--- src/rtl/seg7_scan_driver_if.sv ---
// Pin and display-data bundle between the 7-segment scan driver and its neighbours.
// Latency: none, wires only.
// Backpressure: none; the driver free-runs and samples the data fields once per slot.
interface seg7_scan_driver_if;
  logic [3:0] digit_a;
  logic [3:0] digit_b;
  logic       dp_a;
  logic       dp_b;
  logic       blank;
  logic       seg_si;
  logic       seg_sck;
  logic       seg_rck;
  logic       seg_a_en;
  logic       seg_b_en;
  logic       busy;

  modport master (
    input  digit_a, digit_b, dp_a, dp_b, blank,
    output seg_si, seg_sck, seg_rck, seg_a_en, seg_b_en, busy
  );

  modport slave (
    output digit_a, digit_b, dp_a, dp_b, blank,
    input  seg_si, seg_sck, seg_rck, seg_a_en, seg_b_en, busy
  );
endinterface

--- src/rtl/seg7_scan_driver.sv ---
// Two-digit 7-segment scan driver: decode, serialise into an external latching shift register, multiplex enables.
// Latency: a digit slot is DIGIT_CYCLES clocks; pattern is latched 17*SCK_DIV clocks after the slot's LOAD cycle.
// Backpressure: none; inputs are sampled only in the LOAD cycle, later changes wait for that digit's next slot.
module seg7_scan_driver #(
  parameter int SCK_DIV        = 4,
  parameter int DIGIT_CYCLES   = 50000,
  parameter int SEG_ACTIVE_LOW = 0
) (
  input logic                clock,
  input logic                reset,
  seg7_scan_driver_if.master bus
);

  localparam int CW = $clog2(DIGIT_CYCLES);
  localparam int DW = (SCK_DIV > 1) ? $clog2(SCK_DIV) : 1;
  localparam logic [CW-1:0] CNT_LAST = CW'(DIGIT_CYCLES - 1);
  localparam logic [DW-1:0] DIV_LAST = DW'(SCK_DIV - 1);

  typedef enum logic [1:0] {LOAD, SHIFT, LATCH, SHOW} state_t;

  state_t        state_q, state_d;
  logic          run_q, run_d;        // 0 only in the reset state; first edge after release enters LOAD
  logic [CW-1:0] cnt_q, cnt_d;
  logic          digit_q, digit_d;    // 0 = digit A, 1 = digit B
  logic [DW-1:0] div_q, div_d;        // cycles spent in the current sck / rck half-period
  logic [2:0]    bit_q, bit_d;        // index of the bit being shifted, 0 = MSB
  logic [7:0]    shreg_q, shreg_d;    // remaining bits, current bit in [7]
  logic          blank_q, blank_d;
  logic          si_q, si_d;
  logic          sck_q, sck_d;
  logic          rck_q, rck_d;
  logic          a_en_q, a_en_d;
  logic          b_en_q, b_en_d;
  logic          busy_q, busy_d;

  logic [3:0]    cur_val;
  logic          cur_dp;
  logic [7:0]    load_byte;

  // Segment pattern {dp,g,f,e,d,c,b,a}; blanking wins over the digit, polarity applied last.
  function automatic logic [7:0] encode(input logic [3:0] v, input logic dp, input logic blk);
    logic [6:0] seg;
    logic [7:0] pat;
    case (v)
      4'h0:    seg = 7'h3F;
      4'h1:    seg = 7'h06;
      4'h2:    seg = 7'h5B;
      4'h3:    seg = 7'h4F;
      4'h4:    seg = 7'h66;
      4'h5:    seg = 7'h6D;
      4'h6:    seg = 7'h7D;
      4'h7:    seg = 7'h07;
      4'h8:    seg = 7'h7F;
      4'h9:    seg = 7'h6F;
      4'hA:    seg = 7'h77;
      4'hB:    seg = 7'h7C;
      4'hC:    seg = 7'h39;
      4'hD:    seg = 7'h5E;
      4'hE:    seg = 7'h79;
      default: seg = 7'h71;
    endcase
    pat = blk ? 8'h00 : {dp, seg};
    if (SEG_ACTIVE_LOW != 0) pat = ~pat;
    return pat;
  endfunction

  assign cur_val   = digit_q ? bus.digit_b : bus.digit_a;
  assign cur_dp    = digit_q ? bus.dp_b : bus.dp_a;
  assign load_byte = encode(cur_val, cur_dp, bus.blank);

  // Next-state and next-output logic; outputs are registered so the pins never glitch.
  always_comb begin
    state_d = state_q;
    run_d   = run_q;
    cnt_d   = cnt_q;
    digit_d = digit_q;
    div_d   = div_q;
    bit_d   = bit_q;
    shreg_d = shreg_q;
    blank_d = blank_q;
    si_d    = si_q;
    sck_d   = sck_q;
    rck_d   = rck_q;
    a_en_d  = a_en_q;
    b_en_d  = b_en_q;
    busy_d  = busy_q;

    if (!run_q) begin
      // Leaving reset: enter the first LOAD cycle of digit A.
      run_d   = 1'b1;
      state_d = LOAD;
      cnt_d   = '0;
      busy_d  = 1'b1;
    end else begin
      cnt_d = (cnt_q == CNT_LAST) ? '0 : cnt_q + 1'b1;
      case (state_q)
        LOAD: begin
          shreg_d = load_byte;
          blank_d = bus.blank;
          si_d    = load_byte[7];
          sck_d   = 1'b0;
          div_d   = '0;
          bit_d   = '0;
          state_d = SHIFT;
        end
        SHIFT: begin
          if (div_q == DIV_LAST) begin
            div_d = '0;
            if (!sck_q) begin
              sck_d = 1'b1;
            end else begin
              // Falling sck: data may only move now, while sck is low.
              sck_d = 1'b0;
              if (bit_q == 3'd7) begin
                si_d    = 1'b0;
                rck_d   = 1'b1;
                state_d = LATCH;
              end else begin
                bit_d   = bit_q + 3'd1;
                shreg_d = {shreg_q[6:0], 1'b0};
                si_d    = shreg_q[6];
              end
            end
          end else begin
            div_d = div_q + 1'b1;
          end
        end
        LATCH: begin
          if (div_q == DIV_LAST) begin
            div_d   = '0;
            rck_d   = 1'b0;
            busy_d  = 1'b0;
            a_en_d  = !blank_q && !digit_q;
            b_en_d  = !blank_q && digit_q;
            state_d = SHOW;
          end else begin
            div_d = div_q + 1'b1;
          end
        end
        SHOW: begin
          // Enable drops on the same edge LOAD begins: break-before-make.
          if (cnt_q == CNT_LAST) begin
            a_en_d  = 1'b0;
            b_en_d  = 1'b0;
            busy_d  = 1'b1;
            digit_d = ~digit_q;
            state_d = LOAD;
          end
        end
        default: state_d = LOAD;
      endcase
    end
  end

  // State and output registers with synchronous active-low reset.
  always_ff @(posedge clock) begin
    if (!reset) begin
      state_q <= LOAD;
      run_q   <= 1'b0;
      cnt_q   <= '0;
      digit_q <= 1'b0;
      div_q   <= '0;
      bit_q   <= '0;
      shreg_q <= '0;
      blank_q <= 1'b0;
      si_q    <= 1'b0;
      sck_q   <= 1'b0;
      rck_q   <= 1'b0;
      a_en_q  <= 1'b0;
      b_en_q  <= 1'b0;
      busy_q  <= 1'b0;
    end else begin
      state_q <= state_d;
      run_q   <= run_d;
      cnt_q   <= cnt_d;
      digit_q <= digit_d;
      div_q   <= div_d;
      bit_q   <= bit_d;
      shreg_q <= shreg_d;
      blank_q <= blank_d;
      si_q    <= si_d;
      sck_q   <= sck_d;
      rck_q   <= rck_d;
      a_en_q  <= a_en_d;
      b_en_q  <= b_en_d;
      busy_q  <= busy_d;
    end
  end

  assign bus.seg_si   = si_q;
  assign bus.seg_sck  = sck_q;
  assign bus.seg_rck  = rck_q;
  assign bus.seg_a_en = a_en_q;
  assign bus.seg_b_en = b_en_q;
  assign bus.busy     = busy_q;

endmodule

--- src/flat_wrapper.sv ---
// flat-port wrapper written by rule: the top's interface ports become plain ports
module seg7_scan_driver_flat 
#(
  parameter int SCK_DIV        = 4,
  parameter int DIGIT_CYCLES   = 50000,
  parameter int SEG_ACTIVE_LOW = 0
)
  (clock, reset, bus_digit_a, bus_digit_b, bus_dp_a, bus_dp_b, bus_blank, bus_seg_si, bus_seg_sck, bus_seg_rck, bus_seg_a_en, bus_seg_b_en, bus_busy);
  seg7_scan_driver_if bus_i ();
  input logic clock;
  input logic reset;
  input wire logic [$bits(bus_i.digit_a)-1:0] bus_digit_a;
  input wire logic [$bits(bus_i.digit_b)-1:0] bus_digit_b;
  input wire logic [$bits(bus_i.dp_a)-1:0] bus_dp_a;
  input wire logic [$bits(bus_i.dp_b)-1:0] bus_dp_b;
  input wire logic [$bits(bus_i.blank)-1:0] bus_blank;
  output wire logic [$bits(bus_i.seg_si)-1:0] bus_seg_si;
  output wire logic [$bits(bus_i.seg_sck)-1:0] bus_seg_sck;
  output wire logic [$bits(bus_i.seg_rck)-1:0] bus_seg_rck;
  output wire logic [$bits(bus_i.seg_a_en)-1:0] bus_seg_a_en;
  output wire logic [$bits(bus_i.seg_b_en)-1:0] bus_seg_b_en;
  output wire logic [$bits(bus_i.busy)-1:0] bus_busy;
  assign bus_i.digit_a = bus_digit_a;
  assign bus_i.digit_b = bus_digit_b;
  assign bus_i.dp_a = bus_dp_a;
  assign bus_i.dp_b = bus_dp_b;
  assign bus_i.blank = bus_blank;
  assign bus_seg_si = bus_i.seg_si;
  assign bus_seg_sck = bus_i.seg_sck;
  assign bus_seg_rck = bus_i.seg_rck;
  assign bus_seg_a_en = bus_i.seg_a_en;
  assign bus_seg_b_en = bus_i.seg_b_en;
  assign bus_busy = bus_i.busy;
  seg7_scan_driver #(.SCK_DIV(SCK_DIV), .DIGIT_CYCLES(DIGIT_CYCLES), .SEG_ACTIVE_LOW(SEG_ACTIVE_LOW)) u_core (.clock(clock), .reset(reset), .bus(bus_i));
endmodule
--- config.mk ---
export PLATFORM = sky130hd
export DESIGN_NAME = seg7_scan_driver_flat
export DESIGN_NICKNAME = d
export VERILOG_FILES = /design/src/rtl/seg7_scan_driver_if.sv /design/src/rtl/seg7_scan_driver.sv /design/src/flat_wrapper.sv
export SDC_FILE = /design/constraint.sdc
export NUM_CORES = 1
export LEC_CHECK = 0
export ABC_AREA = 1
export CAP_MARGIN = 20
export CORE_MARGIN = 4
export CORE_UTILIZATION = 40
export CTS_CLUSTER_SIZE = 14
export DETAILED_ROUTE_END_ITERATION = 8
export HOLD_SLACK_MARGIN = 0.1
export SLEW_MARGIN = 20
export SYNTH_ARGS = -nofsm -noshare
export SYNTH_HDL_FRONTEND = slang
export SYNTH_SLANG_ARGS = --single-unit
--- constraint.sdc ---
create_clock -name clock -period 3.7 [get_ports clock]
set_input_delay 0.555 -clock clock [delete_from_list [all_inputs] [get_ports clock]]
set_output_delay 0.555 -clock clock [all_outputs]
set_load 0.01 [all_outputs]
==> qor.txt, run 1 <==
Placed Area - 2580 um^2
Clk_lat worst skew - 0.29 ns
Synth Area in Simple Gates - 32.0%
Core area - 5610 um^2
Mux contribution to synthesized area - 0%
Global-route wire length before repair - 8260 um
Crit share post-route - 54.6%
Mapped Cells - 315
Critical path arrival - 2.19 ns
All-Layer GR Usage - 13.7%
Most frequent cells in the layout - 57 x nand2_1, 39 x inv_1, 39 x dfxtp_1
Most common cell after layout, fill and taps aside - nand2_1
Worst slew margin - 61.5%
Post-CTS setup buffer count - 0
CTS tree - built
Main combinational cell family by area after synthesis - simple AND/OR/NAND/NOR gates
Clk root buf - clkbuf_8
Pleak - 1.09 nW
Grt ovf - 0
Port Buf Inserts - 18
Startpoint types - primary input
Fin. Hold Viols - 0
Status - finished, final reports clean
Aggregate routed wire length - 4600 um
Seq/Total Area, Yosys - 33.1%
Max-cap violations - 0
Worst-path fanout max - 6
Overall power - 0.000907 W
Slew at the pin closest to its max-slew limit - 0.576 ns
Nets@finish - 362
Maximum vdd drop - 215 uV
Num CTS Buffers - 5
Largest net degree at the start of global routing - 17
Via Count - 1976
Adder-Cell Fraction of Synth Area - 7.94%
Worst hold path type - flip-flop to flip-flop
Post-CTS Resized - 0
Worst hold slack - 0.462 ns
RSZ-0062 raised after global routing - no
H-tree levels - 2
CP Capture Type - flip-flop
Die area - 7200 um^2
Clk sinks - 39
Endpoints failing setup - 0
Syn Area/Cell - 7.50 um^2
Vias in the first global route - 1881
Critical path class - primary input to flip-flop
DPL Wire Length - 3550 um
Slew Viols, Final - 0
Layout Skew - 0.00715 ns
Area of the mapped netlist - 2360 um^2
Starting Density - 42.1%
#FFs+latches synth - 39
CTS clk-pin slew, worst paths - 0.07 ns
DRT antenna net count - 0
Hold_buf cts - 0
Minimum clock period - 2.02 ns
Fraction of layout instances using a drive strength above 1 - 14.1%
Fin area - 2670 um^2
Synth Net Count - 343
Number of DRC markers in iteration 0 - 102
WP data required - 3.87 ns
Rows - 27
Pwr Density - 340 nW/um^2
Distinct cells, synth - 38
Initial antenna violation count - 0
Sum of negative setup slack - 0 ns
Syn. warnings - 0
Post-route DRC - 0
WL/cell - 11.3 um
Router iterations before antenna repair - 4
N_diodes - 0
Post-synthesis compound-gate area fraction - 15.6%
Layout area overhead - 13.0%
Horizontal die dimension - 84.9 um
I/O Pins - 19
Post-Synth XOR/XNOR Area - 1.48%
Die Y-Extent - 84.9 um
# fillers - 555
GP Congestion - 0.763
Via-per-instance ratio - 4.87
F_max - 495 MHz
Worst-case clock buffer depth - 2
## cells by family after synthesis
family | count (synthesis)
compound gates | 61
xor+xnor | 4
buf+inv | 50
fa+ha+maj | 15
flops | 39
simple gates | 146
## stage by stage
stage               utilization, %  cells  worst slack, ns
finish                        47.6    406             1.68
global placement              46.0    399             1.48
detailed placement            46.0    399             1.40
global route                  47.6    406             1.49
floorplan                        -    315             2.00
CTS                           47.6    406             1.69
## final timing paths
| kind | start | endpoint | slack [ns] | depth (start not counted) |
|---|---|---|---|---|
| worst max-delay path | bus_digit_a[0] | u_core.shreg_q[2] | 1.68 | 8 |
| worst min-delay path | u_core.bit_q[0] | u_core.bit_q[0] | 0.46 | 1 |
| worst max register to register | u_core.digit_q | u_core.shreg_q[2] | 1.71 | 8 |
| worst min register to register | u_core.bit_q[0] | u_core.bit_q[0] | 0.46 | 1 |
## state kept, by name (all words and copies together), names as in the netlist
signal / flops
u_core.bit_q: 3
u_core.blank_q: 1
u_core.bus.busy: 1
u_core.bus.seg_a_en: 1
u_core.bus.seg_b_en: 1
u_core.bus.seg_rck: 1
u_core.bus.seg_sck: 1
u_core.bus.seg_si: 1
u_core.cnt_q: 16
u_core.digit_q: 1
u_core.div_q: 2
u_core.run_q: 1
u_core.shreg_q: 7
u_core.state_q: 2
## worst max-delay path: stages
cell and delay [ns]:
clkdlybuf4s50_1 0.39, o21ai_1 0.37, inv_1 0.16, ha_1 0.28, inv_1 0.08, nand2_1 0.08
o211ai_1 0.19, a21oi_1 0.09
## Yosys cell counts, drive strengths merged
cell | count | area share (%)
dfxtp | 39 | 33
a211oi | 1 | 0.32
nor4 | 2 | 0.53
xor2 | 2 | 0.74
nand2 | 67 | 13
o21ai | 18 | 4.8
clkinv | 1 | 0.69
a21oi | 32 | 7.3
nand4 | 5 | 1.3
nor2 | 37 | 7.8
o21a | 3 | 0.95
or2 | 1 | 0.26
xnor2 | 2 | 0.74
ha | 15 | 7.9
a22oi | 2 | 0.64
inv | 43 | 7.0
nand3 | 25 | 5.9
nor3b | 1 | 0.53
a31oi | 3 | 0.79
buf | 6 | 2.2
o211ai | 2 | 0.85
nor3 | 8 | 2.5
## layer usage
metal / global-route usage, % / vias up / share of wire (%)
met4: 3.45 / 0 / 1.0
met1: 18.3 / 883 / 50
met3: 3.11 / 5 / 2.7
met5: 0 / - / 0
met2: 22.3 / 19 / 46
li1: - / 1069 / -
## power by group
part           switching, W  leakage, nW  internal [W]  total, W
logic             0.0000953        0.730     0.0000661  0.000161
clock network      0.000143       0.0470      0.000146  0.000289
registers         0.0000150        0.318      0.000442  0.000457
total              0.000253         1.09      0.000654  0.000907
## final cells by class
type,count,area [um^2],area share [%]
clock inverter,1,5.00,0.188
sequential,39,781,29.3
multi-input combinational,226,1350,50.5
tap,72,90.1,3.38
inverter,44,183,6.84
timing repair buffer,18,180,6.75
clock buffer,6,82.6,3.09
No activity file was read; power rests on OpenSTA's default activity.
==> run 2, diff against run 1 <==
clock period = 1.62 ns   (was 3.7 ns; I/O delays follow)
==> run 2 against run 1 <==
Count of clock-buffer cells in the layout shrank 1. Register-to-register slack lost 1.6 ns. Sequential power grew 130%. First-iteration DRC count shrank 49%. Flip-flop and latch count is the same. Worst setup slack lost 1.6 ns. Design area grew 7.3%. Utilization grew 3.5 points. Die area is the same. Highest routed layer unchanged.
==> qor.txt, run 2 (synthesized netlist as in run 1, its figures left out) <==
Rows - 27
Sw power - 0.000636 W
Worst hold path type - flip-flop to flip-flop
Horizontal die dimension - 84.9 um
F_max - 668 MHz
Worst slew margin - 83.0%
R2R Setup Slk - 0.12 ns
Critical path arrival - 1.68 ns
Max-cap violations - 0
Via-per-instance ratio - 4.94
Hold-critical path depth - 1
Die Y-Extent - 84.9 um
Hold EP - u_core.bit_q[0]
Global-route wire length before repair - 8460 um
Number of DRC markers in iteration 0 - 52
Maximum vdd drop - 499 uV
Crit path buf inv count - 3
DPL Wire Length - 3730 um
Worst-case clock buffer depth - 2
Layout area overhead - 21.2%
Fin. Hold Viols - 0
Most common cell after layout, fill and taps aside - nand2_1
Slew at the pin closest to its max-slew limit - 0.253 ns
Initial antenna violation count - 0
Endpoints failing setup - 0
R2R Path Start - u_core.state_q[0]
Fin util - 51.1%
Combinational Power Share - 18.4%
Status - finished, final reports clean
Slowest CP cell - clkdlybuf4s50_1
Via Count - 2078
Clk_lat worst skew - 0.29 ns
Most frequent cells in the layout - 56 x nand2_1, 38 x inv_1, 37 x dfxtp_1
Crit-path max cell delay - 0.45 ns
N_diodes - 0
Num CTS Buffers - 5
Starting Density - 42.1%
CTS clk-pin slew, worst paths - 0.08 ns
Port Buf Inserts - 18
Clk root buf - clkbuf_8
Sw frac - 27.9%
Overall power - 0.00228 W
Post-route DRC - 0
Clk sinks - 39
DRT antenna net count - 0
Nets@finish - 376
Hold path start - u_core.bit_q[0]
CP dominant cell by count - a21oi_1
Reg power frac - 45.6%
Die area - 7200 um^2
GP Congestion - 0.833
CTS tree - built
# fillers - 564
Fin area - 2860 um^2
Largest net degree at the start of global routing - 16
Hold_buf cts - 0
Clock network power share - 35.9%
Worst-path fanout max - 4
Critical path class - primary input to flip-flop
Top reg by flops - u_core.cnt_q
Top Family by Delay on Critical Path - buffers and inverters
Startpoint types - primary input
CP Depth - 10
Worst flop-to-flop path endpoint - u_core.shreg_q[6]
WP data required - 1.80 ns
Core area - 5610 um^2
Grt ovf - 0
Worst path cell trace - clkdlybuf4s50_1 > inv_1 > nand2_1 > o21ai_1 > buf_4 > ha_1 > a21oi_1 > o21ai_0 > nand3_1 > a21oi_1
Fraction of layout instances using a drive strength above 1 - 21.5%
Path depth of the worst reg2reg path - 10
I/O Pins - 19
CP Capture Type - flip-flop
Crit share post-route - 92.4%
Layout Skew - 0.0102 ns
H-tree levels - 2
Minimum clock period - 1.50 ns
Vias in the first global route - 1963
Router iterations before antenna repair - 4
Slew Viols, Final - 0
Largest registers - u_core.cnt_q: 16 flops, u_core.shreg_q: 7 flops, u_core.bit_q: 3 flops
Sum of negative setup slack - 0 ns
Pwr Density - 797 nW/um^2
Max reg flops - 16
Aggregate routed wire length - 4880 um
WL/cell - 11.6 um
Placed Area - 2690 um^2
Pleak - 1.18 nW
Internal Power - 0.00165 W
All-Layer GR Usage - 14.0%
run 2: cell types whose count changed in the layout (fill, tap and decap cells not counted), sizes merged:
cell	previous run	this run
buf	0	14
bufinv	0	1
clkbuf	6	5
clkinv	2	3
run 2: metrics by stage:
step           cells  hold slack [ns]  setup slack (ns)
5_1_grt          421            0.502          -0.00174
3_5_place_dp     413            0.453            -0.263
3_3_place_gp     413            0.448            -0.213
6_report         421            0.458             0.124
2_1_floorplan    315            0.271            0.0282
4_1_cts          421            0.464           0.00512
run 2: power by group through the flow:
| stage | logic (W) | registers [W] | clock network (W) |
|---|---|---|---|
| final | 0.000421 | 0.00104 | 0.000821 |
| after global routing | 0.000470 | 0.00105 | 0.000865 |
| after CTS | 0.000403 | 0.00104 | 0.000841 |
| after detailed placement | 0.000402 | 0.00106 | 0 |
| after global placement | 0.000399 | 0.00106 | 0 |
| after floorplan | 0.000265 | 0.00106 | 0 |
run 2: cell type report:
type | count | area [um^2] | share of cell area [%]
well taps | 72 | 90.1 | 3.15
repair buffers | 32 | 285 | 9.96
clock buffers | 5 | 68.8 | 2.40
flip-flops and latches | 39 | 788 | 27.5
multi-input cells | 226 | 1410 | 49.1
inverters | 44 | 183 | 6.38
clock inverters | 3 | 43.8 | 1.53
run 2: metal layers:
layer | track usage, % | wire length, um | share of wire [%] | up-vias
met5 | 0 | 0 | 0 | -
met4 | 4.89 | 70 | 1.4 | 0
met3 | 3.01 | 162 | 3.3 | 7
met2 | 23.2 | 2250 | 46 | 30
met1 | 18.0 | 2400 | 49 | 944
li1 | - | - | - | 1097
run 2: worst max path at each step:
| stage | from | to |
|---|---|---|
| 2_1_floorplan | u_core.digit_q | u_core.shreg_q[2] |
| 3_3_place_gp | bus_digit_a[1] | u_core.shreg_q[3] |
| 3_5_place_dp | bus_digit_a[1] | u_core.shreg_q[3] |
| 4_1_cts | u_core.digit_q | u_core.shreg_q[3] |
| 5_1_grt | u_core.state_q[1] | u_core.shreg_q[6] |
| 6_report | bus_digit_b[0] | u_core.shreg_q[3] |
run 2: timing repair:
| action | in CTS | in global routing |
|---|---|---|
| pin swaps | 0 | 0 |
| endpoints found under the hold margin | 0 | 0 |
| endpoints found under the setup margin | 1 | 16 |
| buffers inserted | 0 | 0 |
| resized for setup | 1 | 18 |
